`src/rtl/rip_div_unit.sv`:
```
// ----------------------------------------------------------------------------
// rip_div_unit
//   Multi-cycle RV32M divider for DIV, DIVU, REM and REMU in the EX stage.
//   It accepts one operation, computes one quotient bit per cycle with a
//   radix-2 restoring sequence, and then returns one result. busy stalls
//   issue while an operation is in flight, and flush aborts it.
//
// Ports
//   clk       in   clock, rising edge
//   rstn      in   asynchronous reset, active-low
//   start     in   request, sampled only in IDLE
//   op        in   00=DIV 01=DIVU 10=REM 11=REMU, sampled with start
//   dividend  in   rs1 value, sampled with start
//   divisor   in   rs2 value, sampled with start
//   flush     in   abort current operation, back to IDLE on next edge
//   busy      out  high whenever state != IDLE
//   valid     out  one-cycle pulse in DONE, result is the accepted op's answer
//   result    out  registered result, held until the next DONE
// ----------------------------------------------------------------------------
module rip_div_unit #(
    parameter int XLEN = 32
) (
    input  logic            clk,
    input  logic            rstn,
    input  logic            start,
    input  logic [1:0]      op,
    input  logic [XLEN-1:0] dividend,
    input  logic [XLEN-1:0] divisor,
    input  logic            flush,
    output logic            busy,
    output logic            valid,
    output logic [XLEN-1:0] result
);

    localparam int CW = $clog2(XLEN) + 1;

    typedef enum logic [1:0] {S_IDLE, S_CALC, S_DONE} state_e;

    state_e            state_q, state_d;
    logic [CW-1:0]     cnt_q, cnt_d;
    logic [XLEN-1:0]   quo_q, quo_d;     // dividend magnitude shifting out, quotient shifting in
    logic [XLEN-1:0]   rem_q, rem_d;     // partial remainder
    logic [XLEN-1:0]   dvs_q, dvs_d;     // divisor magnitude
    logic              is_rem_q, is_rem_d;
    logic              qneg_q, qneg_d;
    logic              rneg_q, rneg_d;
    logic [XLEN-1:0]   result_q, result_d;
    logic [XLEN-1:0]   prev_q, prev_d;   // result before the latest DONE update

    logic [XLEN-1:0]   min_int;
    logic              signed_op, rem_op, a_neg, b_neg, div_zero, ovf;
    logic [XLEN-1:0]   a_mag, b_mag;
    logic [XLEN:0]     shifted, trial;
    logic              ge;
    logic [XLEN-1:0]   rem_step, quo_step, q_signed, r_signed;

    // Operand decode for the request presented in IDLE.
    assign min_int   = {1'b1, {(XLEN-1){1'b0}}};
    assign signed_op = ~op[0];
    assign rem_op    = op[1];
    assign a_neg     = signed_op & dividend[XLEN-1];
    assign b_neg     = signed_op & divisor[XLEN-1];
    // Negating MIN_INT yields 2^(XLEN-1), which is the correct unsigned magnitude.
    assign a_mag     = a_neg ? (~dividend + 1'b1) : dividend;
    assign b_mag     = b_neg ? (~divisor + 1'b1) : divisor;
    assign div_zero  = (divisor == '0);
    assign ovf       = signed_op & (dividend == min_int) & (divisor == '1);

    // One restoring step: shift in the next dividend bit and subtract if it fits.
    // The extra bit keeps the trial compare exact for divisors near 2^XLEN.
    assign shifted   = {rem_q, quo_q[XLEN-1]};
    assign trial     = shifted - {1'b0, dvs_q};
    assign ge        = ~trial[XLEN];
    assign rem_step  = ge ? trial[XLEN-1:0] : shifted[XLEN-1:0];
    assign quo_step  = {quo_q[XLEN-2:0], ge};
    assign q_signed  = qneg_q ? (~quo_step + 1'b1) : quo_step;
    assign r_signed  = rneg_q ? (~rem_step + 1'b1) : rem_step;

    always_comb begin
        state_d  = state_q;
        cnt_d    = cnt_q;
        quo_d    = quo_q;
        rem_d    = rem_q;
        dvs_d    = dvs_q;
        is_rem_d = is_rem_q;
        qneg_d   = qneg_q;
        rneg_d   = rneg_q;
        result_d = result_q;
        prev_d   = prev_q;
        if (flush) begin
            state_d = S_IDLE;
            // result was already loaded on entry to DONE; an abort there restores it.
            if (state_q == S_DONE) begin
                result_d = prev_q;
            end
        end else begin
            case (state_q)
                S_IDLE: begin
                    if (start) begin
                        is_rem_d = rem_op;
                        qneg_d   = a_neg ^ b_neg;
                        rneg_d   = a_neg;
                        quo_d    = a_mag;
                        rem_d    = '0;
                        dvs_d    = b_mag;
                        cnt_d    = '0;
                        if (div_zero) begin
                            state_d  = S_DONE;
                            prev_d   = result_q;
                            result_d = rem_op ? dividend : '1;
                        end else if (ovf) begin
                            state_d  = S_DONE;
                            prev_d   = result_q;
                            result_d = rem_op ? '0 : min_int;
                        end else begin
                            state_d  = S_CALC;
                        end
                    end
                end
                S_CALC: begin
                    quo_d = quo_step;
                    rem_d = rem_step;
                    cnt_d = cnt_q + CW'(1);
                    if (cnt_q == CW'(XLEN - 1)) begin
                        state_d  = S_DONE;
                        prev_d   = result_q;
                        result_d = is_rem_q ? r_signed : q_signed;
                    end
                end
                S_DONE: begin
                    state_d = S_IDLE;
                end
                default: begin
                    state_d = S_IDLE;
                end
            endcase
        end
    end

    always_ff @(posedge clk or negedge rstn) begin
        if (!rstn) begin
            state_q  <= S_IDLE;
            cnt_q    <= '0;
            quo_q    <= '0;
            rem_q    <= '0;
            dvs_q    <= '0;
            is_rem_q <= 1'b0;
            qneg_q   <= 1'b0;
            rneg_q   <= 1'b0;
            result_q <= '0;
            prev_q   <= '0;
        end else begin
            state_q  <= state_d;
            cnt_q    <= cnt_d;
            quo_q    <= quo_d;
            rem_q    <= rem_d;
            dvs_q    <= dvs_d;
            is_rem_q <= is_rem_d;
            qneg_q   <= qneg_d;
            rneg_q   <= rneg_d;
            result_q <= result_d;
            prev_q   <= prev_d;
        end
    end

    assign busy   = (state_q != S_IDLE);
    assign valid  = (state_q == S_DONE) & ~flush;
    assign result = result_q;

endmodule

```
`config.mk`:
```
export PLATFORM = sky130hd
export DESIGN_NAME = rip_div_unit
export DESIGN_NICKNAME = d
export VERILOG_FILES = /design/src/rtl/rip_div_unit.sv
export SDC_FILE = /design/constraint.sdc
export NUM_CORES = 1
export LEC_CHECK = 0
export ABC_AREA = 0
export CAP_MARGIN = 25
export CORE_ASPECT_RATIO = 2
export CORE_UTILIZATION = 50
export CTS_CLUSTER_DIAMETER = 50
export DETAILED_ROUTE_END_ITERATION = 10
export PLACE_DENSITY_LB_ADDON = 0.2
export SLEW_MARGIN = 10
export SYNTH_ARGS = -nofsm -noshare
export SYNTH_HDL_FRONTEND = slang
export SYNTH_SLANG_ARGS = --single-unit
```
`constraint.sdc`:
```
create_clock -name clk -period 10.4 [get_ports clk]
set_clock_uncertainty 0.2 [all_clocks]
set_input_delay 2.08 -clock clk [delete_from_list [all_inputs] [get_ports clk]]
set_output_delay 2.08 -clock clk [all_outputs]
set_load 0.02 [all_outputs]
```
==> results of run 1 <==
-- worst min-delay path, cell delays in order (launching register included) --
cell and delay [ps]:
dfrtp_1 350, nand2_1 40, o21ai_0 60
-- registers in the layout, indices dropped and copies added (netlist names), 2 cells and up --
name     cells
result      32
quo_q       32
prev_q      32
state_q      2
rem_q       32
dvs_q       32
cnt_q        6
-- cell type report --
class | instances | area (um^2)
Fill cell | 2394 | 10850
Multi-Input combinational cell | 1271 | 8179
Sequential cell | 171 | 4279
Timing Repair Buffer | 120 | 1154
Clock buffer | 17 | 425.4
Tap cell | 340 | 425.4
Inverter | 61 | 229.0
Clock inverter | 14 | 113.9
-- layout by cell type (no fill, tap or decap), drive strengths merged, types with 41 or more instances in the layout --
master           n
dfrtp          171
clkdlybuf4s50  102
nand2          187
nor2           137
a21oi          105
o21ai          204
xnor2           80
inv             66
nor3            41
xor2            59
-- per-layer routing --
metal  vias up  part of all wire [%]  wire [um]  GRT usage (%)
li1       5883                     -          -              -
met2       501                    52      23180          61.07
met1      6067                    35      15580          36.18
met4         0                   8.9       3955          28.33
met3       181                   4.3       1906          4.542
met5         -                     0          0              0
-- power groups by stage --
stage                     Clock [mW]  Sequential, mW  Combinational [mW]
after floorplan                    0            1.21                1.89
after global placement             0            1.24                2.65
after detailed placement           0            1.24                2.68
after CTS                      0.618            1.24                2.70
after global routing           0.645            1.28                2.99
final                          0.610            1.24                2.74
-- cell families after synthesis --
group / after synthesis / share of synthesized area (%)
AO/OA/AOI/OAI: 522 / 26.00
AND/OR/NAND/NOR: 512 / 18.67
flip-flops: 171 / 32.83
buffers and inverters: 147 / 4.541
XOR/XNOR: 139 / 9.341
multiplexers: 59 / 4.819
adder cells (fa/ha/maj): 39 / 3.802
-- worst paths after layout --
kind                       startpoint         end  slack [ps]  depth (start not counted)
min                         dvs_q[24]   dvs_q[24]         280                          2
max reg2reg                  dvs_q[0]  result[28]        4290                         17
max in group asynchronous        rstn  prev_q[29]        6680                          3
min reg2reg                 dvs_q[24]   dvs_q[24]         280                          2
min in group asynchronous        rstn   prev_q[6]        1410                          1
max                             flush       valid        3850                          5
-- cells in the mapped netlist (5+ instances only) --
cell type	count	area [um^2]
nand2_1	187	701.9
nand2b_1	13	81.33
nor3_1	40	200.2
clkbuf_1	62	232.7
and2_1	9	56.30
a211oi_1	13	97.59
xor2_1	59	516.8
mux2_2	30	337.8
o21ai_0	190	950.9
a31oi_1	8	50.05
nor3b_1	5	37.54
nand4_1	15	93.84
a311oi_1	5	43.79
nor2b_1	7	43.79
o2111ai_1	5	43.79
ha_1	38	475.5
nor4_1	18	112.6
nor2_1	134	503.0
xnor2_1	80	700.7
nand3_1	18	90.09
o21ai_1	14	70.07
a41oi_1	5	43.79
a21o_1	8	60.06
o211ai_1	13	97.59
or2_2	5	31.28
dfrtp_1	171	4279
o311ai_0	5	43.79
o31ai_1	22	165.2
and3_1	15	93.84
o41ai_1	11	96.34
or4_1	12	90.09
or3_1	15	93.84
a22oi_1	31	232.7
a21oi_1	105	525.5
mux2i_1	29	290.3
buf_2	17	85.08
a211o_1	5	43.79
o31a_1	5	43.79
inv_1	59	221.5
o21a_1	11	82.58
-- metrics by stage --
step,cells,setup WS (ps)
after floorplan,1589,5211
after global placement,1961,3742
after global routing,1994,3573
final,1994,3854
after CTS,1993,3858
after detailed placement,1962,3524
==> flow_metrics.py, run 1 <==
metrics = {
    "outcome": {
        "status": "finished clean",
    },
    "sta": {
        "max_clock_freq_ghz": 0.1528,
        "finalHoldViolCount": 0,
        "period_minus_slack_ps": 6546,
        "finalCritPeriodShare_pct": 62.94,
        "slew_headroom_pct": 32.88,
        "finalMaxSlewViolations": 0,
        "setup_viol": 0,
        "tightest_slew_ps": 1007,
        "finalSetupTns_ps": 0,
        "rsz0062_at_grt": "false",
        "hold_ws_ps": 283.1,
    },
    "drt": {
        "dr.pass1.iters": 6,
        "via_per_inst": 6.335,
        "wire_per_inst_um": 22.38,
        "ant_nets": 0,
        "drc": 0,
        "dr.first_iter.drc_count": 976,
        "vias": 12632,
        "wl_um": 44630,
    },
    "grt": {
        "grt_pass1_wl_um": 69740,
        "first_global_vias": 12746,
        "grt_usage_pct": 34.81,
        "antenna_found_initial": 0,
        "overflow": 0,
        "grt_max_degree": 87,
    },
    "cells_and_area": {
        "fin_util_pct": 57.72,
        "final_area_um2": 14810,
        "antenna-diode-count": 0,
        "layout-drive-gt1-share_pct": 6.892,
        "nNetsFinal": 1751,
        "syn2layout_area_growth_pct": 13.59,
    },
    "critical_path": {
        "critPathSlowestCell": "clkdlybuf4s50_1",
        "crit_chain": "clkdlybuf4s50_1, buf_4, inv_1, and3_1, clkdlybuf4s50_1",
        "worstPathArrival_ps": 4270,
        "worstPathMaxFanout": 41,
        "path_delay_family": "buffers and inverters",
        "crit_type": "input pin to primary output",
        "endpoint_kind": "primary output",
        "required_ps": 8120,
        "cp-start-kind": "input pin",
        "crit_top_cell": "clkdlybuf4s50_1",
        "crit_path_max_incr_delay_ps": 540,
        "cp.buffers_inverters": 4,
    },
    "floorplan": {
        "pin_count": 104,
        "die_w_um": 116.2,
        "row_count": 83,
        "die_h_um": 230.3,
        "initial_core_util_pct": 50.81,
        "dieArea_um2": 26760,
        "core-area_um2": 25650,
    },
    "clock_network": {
        "tritoncts": "yes",
        "cts_buffer_depth": 2,
        "clk_latency_ps": 460,
        "cts.htree.levels": 4,
        "clk_pin_slew_ps": 70,
        "cts_root_buf": "clkbuf_16",
        "postCtsHoldBufs": 0,
        "cts_resized": 0,
        "postCtsSetupRepairBufs": 0,
        "cts.sinks": 171,
        "cts_buffers": 17,
    },
    "power": {
        "total_power_mw": 4.598,
        "ir_drop_uv": 175.3,
        "switchingPower_mw": 2.291,
        "leakage_nw": 5.960,
        "switching_share_pct": 49.84,
        "power_frac_comb_pct": 59.7,
        "p_int_mw": 2.306,
        "p_per_area_nw_per_um2": 310.5,
        "p_clk_share_pct": 13.3,
        "seqPwrFrac_pct": 27.1,
    },
    "yosys": {
        "ys_warn_count": 0,
        "syn_nets": 1698,
        "seq_area_frac_synth_pct": 32.83,
        "yosysUniqueCellTypes": 90,
        "synth_edf_count": 0,
        "synth_cells": 1589,
        "syn_area_um2": 13030,
        "avgSynthCellArea_um2": 8.202,
        "yosys_register_bits": 171,
        "synth-async-reset-ratio_pct": 100.0,
        "ys.flop_type": "dfrtp_1",
    },
    "place": {
        "hpwl_um": 34060,
        "port-buffer-count": 103,
        "place_area_um2": 14260,
        "gp_congestion": 0.9742,
    },
    "run": {
        "drv_cap": 0,
    },
    "worst_hold_path": {
        "hold_path.class": "flip-flop to flip-flop",
    },
}
No activity file was read; power rests on OpenSTA's default activity.
==> run 2, diff against run 1 <==
- clock period: 10.4 -> 6.8 ns (I/O delays scaled with it)
==> run 2 against run 1 <==
Final cell count is the same. Critical path depth grew 13. Setup slack lost 2700 ps. Routed wire length shrank 0.32%. Register-to-register slack lost 3200 ps. Flip-flop and latch count is the same. Combinational power grew 54%. Final area grew 0.36%. Via count is essentially flat. Clock power grew 64%.
==> flow_metrics.py, run 2 (synthesis results as in run 1) <==
metrics = {
    "grt": {
        "overflow": 0,
        "grt_max_degree": 72,
        "grt_pass1_wl_um": 70120,
        "antenna_found_initial": 0,
        "first_global_vias": 12629,
        "grt_usage_pct": 35.04,
    },
    "critical_path": {
        "crit_start": "quo_q[31]",
        "crit_path_max_incr_delay_ps": 590,
        "cp.buffers_inverters": 2,
        "worstPathMaxFanout": 12,
        "cp-start-kind": "flip-flop",
        "critPathSlowestCell": "o31ai_1",
        "required_ps": 6930,
        "reg2reg_from": "quo_q[31]",
        "crit_type": "flip-flop to flip-flop",
        "crit_chain": "inv_1, ha_1, fa_1, nand2b_1, a211oi_2, o211ai_1, a211oi_2, o21a_1, nor2_4, inv_2, ha_1, nand3_1, o31ai_1, a21oi_1, o21ai_0, o311ai_0, a21oi_1, a21oi_1",
        "path_delay_family": "compound AO/OA/AOI/OAI gates",
        "endpoint_kind": "flip-flop",
        "crit_top_cell": "a21oi_1",
        "worstPathArrival_ps": 5800,
    },
    "power": {
        "leakage_nw": 5.989,
        "ir_drop_uv": 309.6,
        "p_per_area_nw_per_um2": 479.6,
        "total_power_mw": 7.126,
    },
    "clock_network": {
        "cts_buffers": 17,
        "clk_pin_slew_ps": 70,
        "cts_resized": 0,
        "cts_buffer_depth": 2,
        "cts.htree.levels": 4,
        "clk_latency_ps": 450,
        "cts_root_buf": "clkbuf_16",
        "cts.sinks": 171,
        "postCtsSetupRepairBufs": 0,
        "postCtsHoldBufs": 0,
        "tritoncts": "yes",
    },
    "cells_and_area": {
        "layout_common_cells": "o21ai_0, nand2_1, dfrtp_1, nor2_1, a21oi_1",
        "antenna-diode-count": 0,
        "fillers": 2417,
        "final_common_cell": "o21ai_0",
        "layout-drive-gt1-share_pct": 6.953,
        "syn2layout_area_growth_pct": 14.00,
        "final_area_um2": 14860,
        "nNetsFinal": 1751,
    },
    "sta": {
        "period_minus_slack_ps": 5668,
        "tightest_slew_ps": 1078,
        "rsz0062_at_grt": "false",
        "finalHoldViolCount": 0,
        "max_clock_freq_ghz": 0.1764,
        "finalCritPeriodShare_pct": 83.35,
        "slew_headroom_pct": 27.45,
        "finalSetupTns_ps": 0,
        "setup_viol": 0,
        "finalMaxSlewViolations": 0,
    },
    "place": {
        "place_area_um2": 14270,
        "hpwl_um": 34460,
        "port-buffer-count": 103,
        "gp_congestion": 0.9979,
    },
    "worst_hold_path": {
        "min-delay-start": "dvs_q[20]",
        "hold_path.class": "flip-flop to flip-flop",
    },
    "floorplan": {
        "row_count": 83,
        "initial_core_util_pct": 50.81,
        "dieArea_um2": 26760,
        "die_h_um": 230.3,
        "core-area_um2": 25650,
        "die_w_um": 116.2,
        "pin_count": 104,
    },
    "drt": {
        "wl_um": 44480,
        "wire_per_inst_um": 22.31,
        "drc": 0,
        "via_per_inst": 6.332,
        "ant_nets": 0,
        "dr.pass1.iters": 5,
        "vias": 12626,
        "dr.first_iter.drc_count": 940,
    },
    "run": {
        "drv_cap": 0,
    },
    "outcome": {
        "status": "finished clean",
    },
}
## run 2: cell count changes in the layout (fill, tap and decap cells not counted), sizes merged
| cell | before | now |
|---|---|---|
| bufinv | 0 | 2 |
| clkinv | 6 | 5 |
| clkinvlp | 3 | 2 |
## run 2: path summary, 6_finish.rpt
kind                            cells after the start    endpoint  slack [ps]
min in group asynchronous                           1   prev_q[7]         630
worst min register to register                      2   dvs_q[20]         280
max in group asynchronous                           2   dvs_q[11]        4470
worst max register to register                     18  result[28]        1130
worst min-delay path                                2   dvs_q[20]         280
worst max-delay path                               18  result[28]        1130
## run 2: cell type report
cell class / instances / area, um^2 / area share (%)
inverters: 61 / 229.0 / 1.541
well taps: 340 / 425.4 / 2.863
flip-flops and latches: 171 / 4279 / 28.80
repair buffers: 120 / 1160 / 7.806
multi-input cells: 1271 / 8179 / 55.05
clock buffers: 17 / 425.4 / 2.863
clock inverters: 14 / 160.2 / 1.078
## run 2: per-stage QoR
step / setup slack, ps / std cells / utilization [%] / hold slack (ps)
floorplan: 2116 / 1589 / - / 249.8
global placement: 1157 / 1963 / 55.64 / 265.6
detailed placement: 1009 / 1963 / 55.64 / 270.8
CTS: 1237 / 1994 / 57.92 / 286.1
global route: 726.2 / 1994 / 57.92 / 318.6
finish: 1132 / 1994 / 57.92 / 283.2
## run 2: report_power, final
part / internal [mW] / switching (mW) / total, mW
logic: 1.61 / 2.61 / 4.22
registers: 1.45 / 0.457 / 1.90
clock network: 0.548 / 0.453 / 1.00
## run 2: per-layer routing
metal	vias up	GRT usage [%]	routed length (um)
li1	5892	-	-
met1	6064	36.56	15600
met2	484	60.57	22940
met3	186	5.093	1833
met4	0	29.33	4106
met5	-	0	0
## run 2: worst reg2reg max path, delay by kind of cell (launching register included)
kind	cells	cell delay, ps
compound gates	10	3170
fa+ha+maj	3	960
buf+inv	2	290
flops	1	350
simple gates	3	590
